## src/rtl/envelope_peak_detector_if.sv

```systemverilog
// AXI-Stream style valid/ready channel used by the envelope peak detector.
// Ports (signals):
//   tdata  - payload, TDATA_W bits
//   tvalid - payload valid (driven by master)
//   tready - sink ready (driven by slave)
// Modports: master (drives tdata/tvalid), slave (drives tready).
interface envelope_peak_detector_if #(
  parameter int unsigned TDATA_W = 32
) ();
  logic [TDATA_W-1:0] tdata;
  logic               tvalid;
  logic               tready;

  modport master (output tdata, output tvalid, input tready);
  modport slave  (input tdata, input tvalid, output tready);
endinterface

```

## src/rtl/envelope_peak_detector.sv

```systemverilog
// Local-maximum detector for a decimated, signed envelope stream.
// A peak is the last rising sample before the first falling sample; plateaus keep
// their first index. Peaks must reach a signed threshold and be at least
// `refractory` samples after the previously emitted peak.
// Ports:
//   aclk, aresetn  - clock, asynchronous active-low reset
//   s_axis_data    - sample input stream (slave, always ready after reset)
//   threshold      - signed minimum peak amplitude
//   refractory     - minimum index distance between emitted peaks
//   clear          - synchronous restart of detection
//   m_axis_peak    - peak output stream, tdata = {index, value}
//   overflow       - sticky flag: a qualifying peak was dropped
//   drop_count     - saturating count of dropped peaks
module envelope_peak_detector #(
  parameter int unsigned DATA_W = 32,
  parameter int unsigned IDX_W  = 32
) (
  input  logic                     aclk,
  input  logic                     aresetn,
  envelope_peak_detector_if.slave  s_axis_data,
  input  logic [DATA_W-1:0]        threshold,
  input  logic [IDX_W-1:0]         refractory,
  input  logic                     clear,
  envelope_peak_detector_if.master m_axis_peak,
  output logic                     overflow,
  output logic [15:0]              drop_count
);

  typedef enum logic [1:0] {StInit, StFall, StRise} state_e;

  state_e              r_state, w_state_d;
  logic                r_tready;
  logic [IDX_W-1:0]    r_idx;
  logic [DATA_W-1:0]   r_prev;
  logic [IDX_W-1:0]    r_cand_idx;
  logic [DATA_W-1:0]   r_cand_val;
  logic [IDX_W-1:0]    r_last_idx;
  logic                r_no_peak;
  logic                r_tvalid;
  logic [IDX_W+DATA_W-1:0] r_tdata;
  logic                r_overflow;
  logic [15:0]         r_drop_count;

  logic [DATA_W-1:0]   w_x;
  logic                w_accept;
  logic                w_gt;
  logic                w_lt;
  logic                w_peak_event;
  logic [IDX_W-1:0]    w_dist;
  logic                w_qualify;
  logic                w_hs;
  logic                w_load;
  logic                w_drop;

  assign w_x      = s_axis_data.tdata;
  assign w_accept = s_axis_data.tvalid & r_tready & ~clear;
  assign w_gt     = $signed(w_x) > $signed(r_prev);
  assign w_lt     = $signed(w_x) < $signed(r_prev);

  // Modular distance so refractory works across index wrap.
  assign w_dist    = r_cand_idx - r_last_idx;
  assign w_qualify = w_peak_event && ($signed(r_cand_val) >= $signed(threshold)) &&
                     (r_no_peak || (w_dist >= refractory));
  assign w_hs      = r_tvalid & m_axis_peak.tready;
  // Output register is free if empty or being emptied this very cycle.
  assign w_load    = w_qualify & (~r_tvalid | w_hs);
  assign w_drop    = w_qualify & ~w_load;

  always_ff @(posedge aclk or negedge aresetn) begin
    if (!aresetn) begin
      r_state <= StInit;
    end else begin
      r_state <= w_state_d;
    end
  end

  always_comb begin
    w_state_d    = r_state;
    w_peak_event = 1'b0;
    if (w_accept) begin
      unique case (r_state)
        StInit: w_state_d = StFall;
        StFall: if (w_gt) w_state_d = StRise;
        StRise: begin
          if (w_lt) begin
            w_state_d    = StFall;
            w_peak_event = 1'b1;
          end
        end
        default: w_state_d = StInit;
      endcase
    end
    if (clear) begin
      w_state_d = StInit;
    end
  end

  always_ff @(posedge aclk or negedge aresetn) begin
    if (!aresetn) begin
      r_tready     <= 1'b0;
      r_idx        <= '0;
      r_prev       <= '0;
      r_cand_idx   <= '0;
      r_cand_val   <= '0;
      r_last_idx   <= '0;
      r_no_peak    <= 1'b1;
      r_tvalid     <= 1'b0;
      r_tdata      <= '0;
      r_overflow   <= 1'b0;
      r_drop_count <= '0;
    end else begin
      r_tready <= 1'b1;
      if (clear) begin
        r_idx        <= '0;
        r_no_peak    <= 1'b1;
        r_tvalid     <= 1'b0;
        r_overflow   <= 1'b0;
        r_drop_count <= '0;
      end else begin
        if (w_accept) begin
          r_prev <= w_x;
          r_idx  <= r_idx + 1'b1;
          if ((r_state != StInit) && w_gt) begin
            r_cand_idx <= r_idx;
            r_cand_val <= w_x;
          end
        end
        if (w_load) begin
          r_tdata    <= {r_cand_idx, r_cand_val};
          r_tvalid   <= 1'b1;
          r_last_idx <= r_cand_idx;
          r_no_peak  <= 1'b0;
        end else if (w_hs) begin
          r_tvalid <= 1'b0;
        end
        if (w_drop) begin
          r_overflow <= 1'b1;
          if (r_drop_count != 16'hFFFF) begin
            r_drop_count <= r_drop_count + 16'd1;
          end
        end
      end
    end
  end

  assign s_axis_data.tready = r_tready;
  assign m_axis_peak.tdata  = r_tdata;
  assign m_axis_peak.tvalid = r_tvalid;
  assign overflow           = r_overflow;
  assign drop_count         = r_drop_count;

endmodule

```

## src/flat_wrapper.sv

```systemverilog
// flat-port wrapper written by rule: the top's interface ports become plain ports
module envelope_peak_detector_flat 
#(
  parameter int unsigned DATA_W = 32,
  parameter int unsigned IDX_W  = 32
)
  (aclk, aresetn, threshold, refractory, clear, overflow, drop_count, s_axis_data_tdata, s_axis_data_tvalid, s_axis_data_tready, m_axis_peak_tdata, m_axis_peak_tvalid, m_axis_peak_tready);
  envelope_peak_detector_if #(.TDATA_W(DATA_W)) s_axis_data_i ();
  envelope_peak_detector_if #(.TDATA_W(IDX_W + DATA_W)) m_axis_peak_i ();
  input  logic aclk;
  input  logic aresetn;
  input  logic [DATA_W-1:0] threshold;
  input  logic [IDX_W-1:0] refractory;
  input  logic clear;
  output logic overflow;
  output logic [15:0] drop_count;
  input wire logic [$bits(s_axis_data_i.tdata)-1:0] s_axis_data_tdata;
  input wire logic [$bits(s_axis_data_i.tvalid)-1:0] s_axis_data_tvalid;
  output wire logic [$bits(s_axis_data_i.tready)-1:0] s_axis_data_tready;
  output wire logic [$bits(m_axis_peak_i.tdata)-1:0] m_axis_peak_tdata;
  output wire logic [$bits(m_axis_peak_i.tvalid)-1:0] m_axis_peak_tvalid;
  input wire logic [$bits(m_axis_peak_i.tready)-1:0] m_axis_peak_tready;
  assign s_axis_data_i.tdata = s_axis_data_tdata;
  assign s_axis_data_i.tvalid = s_axis_data_tvalid;
  assign s_axis_data_tready = s_axis_data_i.tready;
  assign m_axis_peak_tdata = m_axis_peak_i.tdata;
  assign m_axis_peak_tvalid = m_axis_peak_i.tvalid;
  assign m_axis_peak_i.tready = m_axis_peak_tready;
  envelope_peak_detector #(.DATA_W(DATA_W), .IDX_W(IDX_W)) u_core (.aclk(aclk), .aresetn(aresetn), .s_axis_data(s_axis_data_i), .threshold(threshold), .refractory(refractory), .clear(clear), .m_axis_peak(m_axis_peak_i), .overflow(overflow), .drop_count(drop_count));
endmodule
```

## config.mk

```make
export PLATFORM = sky130hd
export DESIGN_NAME = envelope_peak_detector_flat
export DESIGN_NICKNAME = d
export VERILOG_FILES = /design/src/rtl/envelope_peak_detector_if.sv /design/src/rtl/envelope_peak_detector.sv /design/src/flat_wrapper.sv
export SDC_FILE = /design/constraint.sdc
export NUM_CORES = 1
export LEC_CHECK = 0
export ABC_AREA = 0
export CAP_MARGIN = 20
export CORE_AREA = 5 5 176 195
export DETAILED_ROUTE_END_ITERATION = 7
export DIE_AREA = 0 0 181 200
export MAX_ROUTING_LAYER = met4
export SLEW_MARGIN = 20
export SYNTH_ARGS = -nofsm -noshare
export SYNTH_HDL_FRONTEND = slang
export SYNTH_SLANG_ARGS = --single-unit
export TNS_END_PERCENT = 20
```

## constraint.sdc

```tcl
create_clock -name aclk -period 7.2 [get_ports aclk]
set_clock_uncertainty 0.1 [all_clocks]
set_input_delay 0.72 -clock aclk [delete_from_list [all_inputs] [get_ports aclk]]
set_output_delay 0.72 -clock aclk [all_outputs]
set_load 0.01 [all_outputs]
```

==> flow_summary.ini <==
[clock_tree]
clock_latency_ns = 0.50
tritoncts = built
cts_max_level = 1
cts_buffer_depth = 3
numCtsBuffers = 23
cts_resized = 0
cts.sinks = 214
cts_hold_buf = 0
clockRootBuffer = clkbuf_16
clkTransAtPathRegs_ns = 0.06
post-cts-setup-buffer-count = 0

[worst_setup_path]
critical_path_class = flop to flop
cp_common_cell = a211o_1
slowest_stage = a2111oi_0
cp_slowest_stage_delay_ns = 0.47
crit_chain = inv_1 > ha_1 > inv_1 > fa_1 > a211o_1 > a21oi_1 > o21ai_0 > a2111oi_0 > buf_4 > nor3_1 > nor2_1 > a211o_1 > nand2_1 > a311o_1 > ha_1 > nand4_1 > a2111oi_0 > a211o_1 > o211ai_2 > or2_4 > or3_4 > buf_4 > mux2_4
cp.arrival_ns = 6.56
crit_path_end_kind = flop
path_max_fanout = 33
crit_required_ns = 7.49
startpoint_type = flop

[global_route]
grt_max_degree = 111
grt_pass1_vias = 9542
grt_first_pass_wirelength_mm = 48.8
overflow = 0
grt_util_all_layers_pct = 16.5
antenna_found_initial = 1

[place]
gp_congestion = 0.829
dp_hpwl_mm = 22.2
preCtsSetupSlack_ns = 0.912
portBuffers = 183

[finish]
final_common_cell = dfrtp_1
area_delta_synth_final_pct = 24.1
fin_util_pct = 49.2
fill_cells = 2939
finalNetCount = 1664
drive_gt1_share_pct = 13.0
mostFrequentLayoutCells = 213 x dfrtp_1, 181 x clkdlybuf4s50_1, 146 x inv_1

[drt]
final_antenna_net_count = 0
drc = 0
dr.pass1.iters = 6
wl_met1_mm = 13.7
drt-initial-drc-count = 461
vias = 9301
top_layer = met4
wl_met2_mm = 14.0
wirelength_mm = 29.4
avgViaCountPerCell = 4.96
wl_met3_mm = 1.34
wl_per_cell_um = 15.7

[timing]
worst_pin_slew_ns = 0.898
setup_tns_ns = 0
rsz0062_at_grt = no
hold_viol_final = 0
fmax_ghz = 0.159
period_needed_ns = 6.28
setup_viol = 0
slew_violations = 0
relSlewSlack_pct = 40.1
period_share_pct = 87.2
fin_ws_ns = 0.924
fin_hold_ws_ns = 0.104

[synth]
syn_nets = 1476
avgSynthCellArea_um2 = 10.2
syn_inst = 1245
ys_seq_elements = 214
yosys_warnings = 0
ys.flop_type = dfrtp_1
synth_edf_count = 0
syn-cell-area_um2 = 12700
ys_seq_area_share_pct = 42.1
ys_async_sr_fraction_pct = 100
netlist-cell-type-count = 61

[power]
totalPowerFinal_uw = 3010
peakVddDrop_uv = 152
p_leak_uw = 0.00763
power_density_nw_per_um2 = 191

[floorplan]
initial_core_util_pct = 39.7
die-area_um2 = 36200
die_w_um = 181
core_area_um2 = 32000
num_io_pins = 184
die_y_um = 200
rows = 69

[min_path]
hp-class = input pin to asynchronous set/reset pin

[outcome]
status = finished, final reports clean

[flow_run]
maxCapViolCount = 0
==> cells in the mapped netlist (23+ instances only) <==
cell,n,area (um2)
dfrtp_1,213,5330
inv_1,146,548
ha_1,129,1610
nand2_1,101,379
a21oi_1,79,395
mux2_2,77,867
nor2_1,73,274
o21ai_0,73,365
mux2_4,49,736
xnor2_1,32,280
nand4_1,29,181
nand3_1,27,135
xor2_1,23,201
==> cell families after synthesis <==
family	count (synthesis)	synth area share, %
AO/OA/AOI/OAI	225	10.7
XOR/XNOR	55	3.79
adder cells (fa/ha/maj)	130	12.9
buffers and inverters	175	5.53
flip-flops	214	42.1
multiplexers	131	13.0
other	1	0.0295
AND/OR/NAND/NOR	314	11.9
==> per-stage QoR <==
step	instances	instance area [um2]
detailed placement	1834	15000
finish	1877	15800
floorplan	1245	12700
global route	1877	15800
CTS	1876	15800
global placement	1834	15000
==> worst max-delay path, delay by kind of cell, from the launching register on <==
| family | cells | cell delay [ns] |
|---|---|---|
| buffers and inverters | 4 | 0.63 |
| and+or+nand+nor | 6 | 1.22 |
| adders and majority gates | 3 | 0.84 |
| AOI/OAI and AO/OA | 9 | 2.58 |
| DFF | 1 | 0.38 |
| muxes | 1 | 0.37 |
==> worst paths after layout <==
kind | from | to | slack (ns) | cells past startpoint
max | u_core.r_cand_idx[0] | u_core.m_axis_peak.tdata[22] | 0.92 | 23
min | aresetn | u_core.m_axis_peak.tdata[4] | 0.10 | 1
max reg2reg | u_core.r_cand_idx[0] | u_core.m_axis_peak.tdata[22] | 0.92 | 23
min reg2reg | u_core.r_prev[0] | u_core.r_prev[0] | 0.40 | 2
max in group asynchronous | aresetn | u_core.m_axis_peak.tdata[55] | 5.85 | 2
min in group aclk | u_core.r_prev[0] | u_core.r_prev[0] | 0.40 | 2
==> report_power, final <==
group          switching [uW]  internal [uW]
logic                     243            233
clock network             477            698
registers                65.6           1300
total                     786           2230
==> routing by layer <==
metal  track usage (%)  vias to the layer above
li1                  -                     4718
met1              21.2                     4389
met3              2.95                       29
met5                 -                        -
met4              3.09                        0
met2              27.9                      165
==> cell type report <==
type                            count  area (um2)  share of cell area, %
Multi-Input combinational cell    856        6670                   42.3
Inverter                          146         548                   3.47
Tap cell                          426         533                   3.38
Clock inverter                      6        61.3                  0.389
Antenna cell                        1        2.50                 0.0159
Clock buffer                       36         694                   4.40
Sequential cell                   214        5360                   34.0
Timing Repair Buffer              192        1910                   12.1
==> sequential cells by signal, indices dropped and copies added, names as in the netlist <==
register	cells
u_core.drop_count	16
u_core.m_axis_peak.tdata	64
u_core.m_axis_peak.tvalid	1
u_core.overflow	1
u_core.r_cand_idx	32
u_core.r_cand_val	32
u_core.r_idx	32
u_core.r_no_peak	1
u_core.r_prev	32
u_core.r_state	2
u_core.s_axis_data.tready	1
(Power assumes the default switching activity.)
